`config.mk`:
```
export PLATFORM = sky130hd
export DESIGN_NAME = ctrl_burst_act
export DESIGN_NICKNAME = d
export VERILOG_FILES = /design/src/rtl/ctrl_burst_act.sv
export SDC_FILE = /design/constraint.sdc
export NUM_CORES = 1
export LEC_CHECK = 0
export CORE_MARGIN = 2
export CORE_UTILIZATION = 45
export CTS_CLUSTER_DIAMETER = 50
export DETAILED_ROUTE_END_ITERATION = 6
export GPL_TIMING_DRIVEN = 0
export SLEW_MARGIN = 15
export SYNTH_ARGS = -nofsm -noshare
export SYNTH_HDL_FRONTEND = slang
export SYNTH_SLANG_ARGS = --single-unit
```
`constraint.sdc`:
```
create_clock -name CK_t -period 3.4 [get_ports CK_t]
set_clock_uncertainty 0.2 [all_clocks]
set_input_delay 0.34 -clock CK_t [delete_from_list [all_inputs] [get_ports CK_t]]
set_output_delay 0.34 -clock CK_t [all_outputs]
set_load 0.01 [all_outputs]
```
`src/rtl/ctrl_burst_act.sv`:
```
// Purpose: tracks open rows per bank, issues PRECHARGE/ACTIVATE strobes under tRP/tRRD/tFAW and forwards requests to CAS.
// Latency: row hit strobes 2 clocks after accept, closed-bank ACTIVATE 3 clocks after accept, row conflict adds PRE plus tRP.
// Backpressure: one request in flight; req_ready is high only while idle, so a stalled timing window holds off upstream.
module ctrl_burst_act #(
    parameter int          BANKS  = 16,
    parameter int          BANK_W = 4,
    parameter int          ROW_W  = 17,
    parameter int          T_RRD  = 4,
    parameter int          T_FAW  = 20,
    parameter int          T_RP   = 12,
    parameter logic [2:0]  RDA_R  = 3'd2,
    parameter logic [2:0]  WRA_R  = 3'd4
) (
    input  logic              CK_t,
    input  logic              reset_n,
    input  logic              req_valid,
    input  logic [2:0]        req_cmd,
    input  logic [BANK_W-1:0] req_bank,
    input  logic [ROW_W-1:0]  req_row,
    output logic              req_ready,
    output logic              pre_rdy,
    output logic              act_rdy,
    output logic              no_act_rdy,
    output logic [2:0]        act_rw,
    output logic [BANK_W-1:0] act_bank,
    output logic [ROW_W-1:0]  act_row
);

    localparam int RRD_W = $clog2(T_RRD + 1);
    localparam int FAW_W = $clog2(T_FAW + 1);
    localparam int RP_W  = $clog2(T_RP + 1);
    // Clocks from the WAIT decision to the ACTIVATE strobe (WAIT->ISSUE, ISSUE->strobe).
    // Timing checks look ahead by this much so the strobe itself lands exactly on the limit.
    localparam int LOOK  = 2;

    localparam logic [RRD_W-1:0] RRD_MAX  = RRD_W'(T_RRD);
    localparam logic [FAW_W-1:0] FAW_LOAD = FAW_W'(T_FAW);
    localparam logic [RP_W-1:0]  RP_LOAD  = RP_W'(T_RP);

    typedef enum logic [2:0] {
        ACT_IDLE,
        ACT_DECODE,
        ACT_HIT,
        ACT_PRE,
        ACT_WAIT,
        ACT_ISSUE
    } act_state_t;

    act_state_t         state;
    logic [2:0]         cur_cmd;
    logic [BANK_W-1:0]  cur_bank;
    logic [ROW_W-1:0]   cur_row;
    logic [BANKS-1:0]   bank_open;
    logic [ROW_W-1:0]   open_row [BANKS];
    logic [RP_W-1:0]    trp_cnt  [BANKS];
    logic [RRD_W-1:0]   trrd_cnt;
    logic [FAW_W-1:0]   faw_cnt  [4];

    logic               rp_ok;
    logic               rrd_ok;
    logic               faw_ok;
    logic [2:0]         faw_busy;
    logic [1:0]         faw_sel;
    logic               is_ap;
    logic               row_hit;

    // Timing-window qualification for the captured request, plus row-hit and auto-precharge decode.
    always_comb begin
        rp_ok    = int'(trp_cnt[cur_bank]) <= LOOK;
        rrd_ok   = (int'(trrd_cnt) + LOOK) >= T_RRD;
        faw_busy = 3'd0;
        faw_sel  = 2'd0;
        for (int i = 3; i >= 0; i--) begin
            // A slot at 1 reaches 0 on the strobe edge, so it can be reused by this ACTIVATE.
            if (int'(faw_cnt[i]) <= 1) begin
                faw_sel = 2'(i);
            end
            if (int'(faw_cnt[i]) > LOOK) begin
                faw_busy = faw_busy + 3'd1;
            end
        end
        faw_ok  = faw_busy < 3'd4;
        is_ap   = (cur_cmd == RDA_R) || (cur_cmd == WRA_R);
        row_hit = open_row[cur_bank] == cur_row;
    end

    // Request FSM, bank table, timing counters and registered strobes.
    always_ff @(posedge CK_t or negedge reset_n) begin
        if (!reset_n) begin
            state      <= ACT_IDLE;
            req_ready  <= 1'b1;
            pre_rdy    <= 1'b0;
            act_rdy    <= 1'b0;
            no_act_rdy <= 1'b0;
            act_rw     <= '0;
            act_bank   <= '0;
            act_row    <= '0;
            cur_cmd    <= '0;
            cur_bank   <= '0;
            cur_row    <= '0;
            bank_open  <= '0;
            trrd_cnt   <= RRD_MAX;
            for (int b = 0; b < BANKS; b++) begin
                open_row[b] <= '0;
                trp_cnt[b]  <= '0;
            end
            for (int f = 0; f < 4; f++) begin
                faw_cnt[f] <= '0;
            end
        end else begin
            pre_rdy    <= 1'b0;
            act_rdy    <= 1'b0;
            no_act_rdy <= 1'b0;

            if (int'(trrd_cnt) < T_RRD) begin
                trrd_cnt <= trrd_cnt + 1'b1;
            end
            for (int b = 0; b < BANKS; b++) begin
                if (trp_cnt[b] != '0) begin
                    trp_cnt[b] <= trp_cnt[b] - 1'b1;
                end
            end
            for (int f = 0; f < 4; f++) begin
                if (faw_cnt[f] != '0) begin
                    faw_cnt[f] <= faw_cnt[f] - 1'b1;
                end
            end

            case (state)
                ACT_IDLE: begin
                    if (req_valid) begin
                        cur_cmd   <= req_cmd;
                        cur_bank  <= req_bank;
                        cur_row   <= req_row;
                        req_ready <= 1'b0;
                        state     <= ACT_DECODE;
                    end
                end
                ACT_DECODE: begin
                    if (bank_open[cur_bank]) begin
                        state <= row_hit ? ACT_HIT : ACT_PRE;
                    end else begin
                        state <= ACT_WAIT;
                    end
                end
                ACT_HIT: begin
                    no_act_rdy <= 1'b1;
                    act_rw     <= cur_cmd;
                    act_bank   <= cur_bank;
                    act_row    <= cur_row;
                    if (is_ap) begin
                        bank_open[cur_bank] <= 1'b0;
                        trp_cnt[cur_bank]   <= RP_LOAD;
                    end
                    req_ready <= 1'b1;
                    state     <= ACT_IDLE;
                end
                ACT_PRE: begin
                    pre_rdy             <= 1'b1;
                    act_rw              <= cur_cmd;
                    act_bank            <= cur_bank;
                    bank_open[cur_bank] <= 1'b0;
                    trp_cnt[cur_bank]   <= RP_LOAD;
                    state               <= ACT_WAIT;
                end
                ACT_WAIT: begin
                    if (rp_ok && rrd_ok && faw_ok) begin
                        state <= ACT_ISSUE;
                    end
                end
                ACT_ISSUE: begin
                    act_rdy             <= 1'b1;
                    act_rw              <= cur_cmd;
                    act_bank            <= cur_bank;
                    act_row             <= cur_row;
                    open_row[cur_bank]  <= cur_row;
                    bank_open[cur_bank] <= ~is_ap;
                    if (is_ap) begin
                        trp_cnt[cur_bank] <= RP_LOAD;
                    end
                    trrd_cnt         <= '0;
                    faw_cnt[faw_sel] <= FAW_LOAD;
                    req_ready        <= 1'b1;
                    state            <= ACT_IDLE;
                end
                default: begin
                    req_ready <= 1'b1;
                    state     <= ACT_IDLE;
                end
            endcase
        end
    end

endmodule

```
==> results.md <==
- P&R area growth vs syn: 15.5%
- Largest net degree at the start of global routing: 104
- Core Area: 44,400 µm²
- FFs w/ async S/R, synth: 100%
- RePlAce Congestion: 0.797
- Worst Path Max Fanout: 10
- P_leak: 10.9 nW
- Cell area after synthesis: 20,400 µm²
- Critical-path cell list: buf_6, nor2b_1, buf_2, nand3_1, clkbuf_2, mux2_2
- Vias: 13.2k
- Headroom to the max-slew limit: 18.7%
- Sequential share of the synthesized area: 52.8%
- Power per standard cell area: 995 nW/µm²
- Initial core utilization: 45.9%
- Ys Warns: 0
- WP data arrival: 3660 ps
- Worst-margin pin slew: 1220 ps
- Clock sink count: 430
- Initial drt markers: 919
- Post-layout instance area: 23,500 µm²
- Max IR drop VDD: 602 µV
- Post-DP HPWL: 35,600 µm
- Hold Slack: 72.5 ps
- Synthesized netlist cell count: 1,561
- First-pass DRT Iterations: 6
- H-tree Lvls: 2
- CP Class: flop to flop
- Clk slew on worst S/H paths: 60 ps
- Routed Antenna Nets: 0
- Final setup vio count: 0
- Die footprint: 47,000 µm²
- GRT Total Usage: 23.5%
- Crit path largest cell delay: 580 ps
- CTS max path bufs: 3
- First-pass GRT wire length: 82,400 µm
- Fmax: 296 MHz
- Chip width: 217 µm
- Nets@finish: 1,736
- Row cnt: 77
- CP max stage cell: nand3_1
- Skew-Pair Late Insertion Delay: 590 ps
- Via/cell ratio: 5.72
- Total Power: 23.4 mW
- Crit. End Element: flop
- CTS Buf Count: 50
- Hold Crit Class: input port to async pin
- RSZ-0062 raised after global routing: yes
- CP required: 3680 ps
- Yosys top cell area share: 52.6%
- Placed inst area: 21,800 µm²
- Max capacitance violation total: 0
- Number of global-route vias before repair: 13.6k
- Yosys reg bits: 430
- Top-count cell post-synth: dfrtp_1
- Synth area leader: dfrtp_1
- Post-synth EDFFs: 0
- Dominant cells by area after synthesis: dfrtp_1 53%, mux2_2 18%, mux4_2 6.3%
- Synthesized Nets: 1,622
- Grt total ovfl: 0
- Max Slew Vio Count: 0
- Synth cell types: 57
- Routed wire length: 53,800 µm
- Final period utilization: 99.5%
- DRC viols: 0
- Initial antenna violation count: 0
- Setup crit start kind: flop
- Port Buffers: 54
- Die Y: 217 µm
- # IOs: 55
- Routed WL per cell: 23.4 µm
- Antenna cell count: 0
- Top cells by count, synth: 428 x dfrtp_1, 319 x mux2_2, 92 x nor2_1
- Top FF cell, synth: dfrtp_1
- Status: completed
- Fin. Hold Viols: 0
- Root buffer cell: clkbuf_16
- Share of cells above drive strength 1: 31.5%
- Syn avg cell area: 13.1 µm²
- Minimum clock period: 3380 ps
- TritonCTS clock tree: yes
[worst max-delay path, delay by kind of cell (launching register included)]
family / cells / cell delay, ps
buf+inv: 3 / 1190
simple gates: 2 / 1050
flops: 1 / 440
mux: 1 / 380
[registers in the layout, summed over array words and instances (netlist names)]
name,flops
open_row,272
trrd_cnt,3
state,3
cur_cmd,3
pre_rdy,1
act_rw,3
trp_cnt,64
act_rdy,1
bank_open,16
act_bank,4
faw_cnt,20
req_ready,1
cur_bank,4
act_row,17
cur_row,17
no_act_rdy,1
[timing repair]
item,4_1_cts,5_1_grt
hold buffers,1,0
setup endpoints to repair,139,103
pin swaps,0,4
hold endpoints to repair,155,0
resized for setup,35,29
setup buffers,0,3
[per-stage QoR]
step	std cells	TNS (ps)	utilization [%]	worst slack (ps)
after detailed placement	2212	-28170	49.1	-685
after global routing	2301	-98.5	53.0	-27.0
after global placement	2207	-7509920	48.8	-17450
after floorplan	1561	0	-	816
after CTS	2298	-35.9	52.8	-35.9
final	2301	0	53.0	17.5
[kinds of logic (layout without fill, tap and decap cells)]
group	count (synthesis)	in the layout	share of synthesized area, %
xor+xnor	49	49	2.11
buf+inv	158	306	3.32
compound gates	169	169	5.92
simple gates	286	286	6.77
fa+ha+maj	34	34	2.09
mux	435	435	27.0
flops	430	430	52.8
[layout by cell type (no fill, tap or decap), types with 7 or more instances in the layout]
| cell | synthesis | routed |
|---|---|---|
| a211o_1 | 21 | 21 |
| ha_1 | 34 | 34 |
| nand2b_1 | 8 | 8 |
| mux2i_1 | 57 | 57 |
| a22oi_1 | 16 | 16 |
| buf_2 | 28 | 18 |
| clkbuf_16 | 0 | 50 |
| clkbuf_1 | 55 | 53 |
| nand3_1 | 48 | 44 |
| o21ai_0 | 49 | 49 |
| a21o_1 | 7 | 7 |
| xnor2_1 | 37 | 35 |
| clkbuf_2 | 0 | 12 |
| nand3b_1 | 13 | 13 |
| a21oi_1 | 8 | 8 |
| o221ai_1 | 16 | 16 |
| nand2_1 | 46 | 45 |
| a211oi_1 | 26 | 26 |
| dfrtp_1 | 428 | 428 |
| nor2_1 | 92 | 86 |
| nor2b_1 | 9 | 9 |
| clkinv_2 | 0 | 9 |
| mux2_2 | 319 | 319 |
| inv_1 | 58 | 58 |
| xor2_1 | 12 | 12 |
| nor3_1 | 36 | 34 |
| buf_4 | 7 | 12 |
| clkdlybuf4s50_1 | 0 | 53 |
| mux4_2 | 57 | 57 |
| clkbuf_4 | 0 | 7 |
[per-layer routing]
metal	part of all wire, %	GRT usage, %	routed length (µm)
met2	48	38.4	25900
met1	44	31.8	23500
met4	2.6	7.74	1390
met3	5.8	4.30	3100
met5	0	0	0
[where the power goes]
part           leakage, nW  total (mW)  internal, mW  switching [mW]
registers             5.58        8.48          7.22            1.25
logic                 4.55        9.89          4.59            5.29
clock network        0.753        5.05          2.90            2.15
[final cells by class]
cell class / instances / area, µm²
fill: 3830 / 20900
sequential: 430 / 10800
multi-input combinational: 973 / 9070
clock buffer: 68 / 1370
tap: 592 / 741
timing repair buffer: 63 / 699
buffer: 99 / 529
inverter: 58 / 218
clock inverter: 18 / 156
[path summary, 6_finish.rpt]
kind / startpoint / endpoint / slack (ps) / cells past startpoint
min: reset_n / act_rw[0] / 70 / 2
max reg2reg: cur_bank[0] / open_row[180] / 20 / 6
min in group CK_t: req_row[7] / cur_row[7] / 160 / 2
min reg2reg: req_ready / req_ready / 290 / 2
max: cur_bank[0] / open_row[180] / 20 / 6
max in group asynchronous: reset_n / open_row[200] / 1150 / 5
Power figures use the tool's default switching activity.
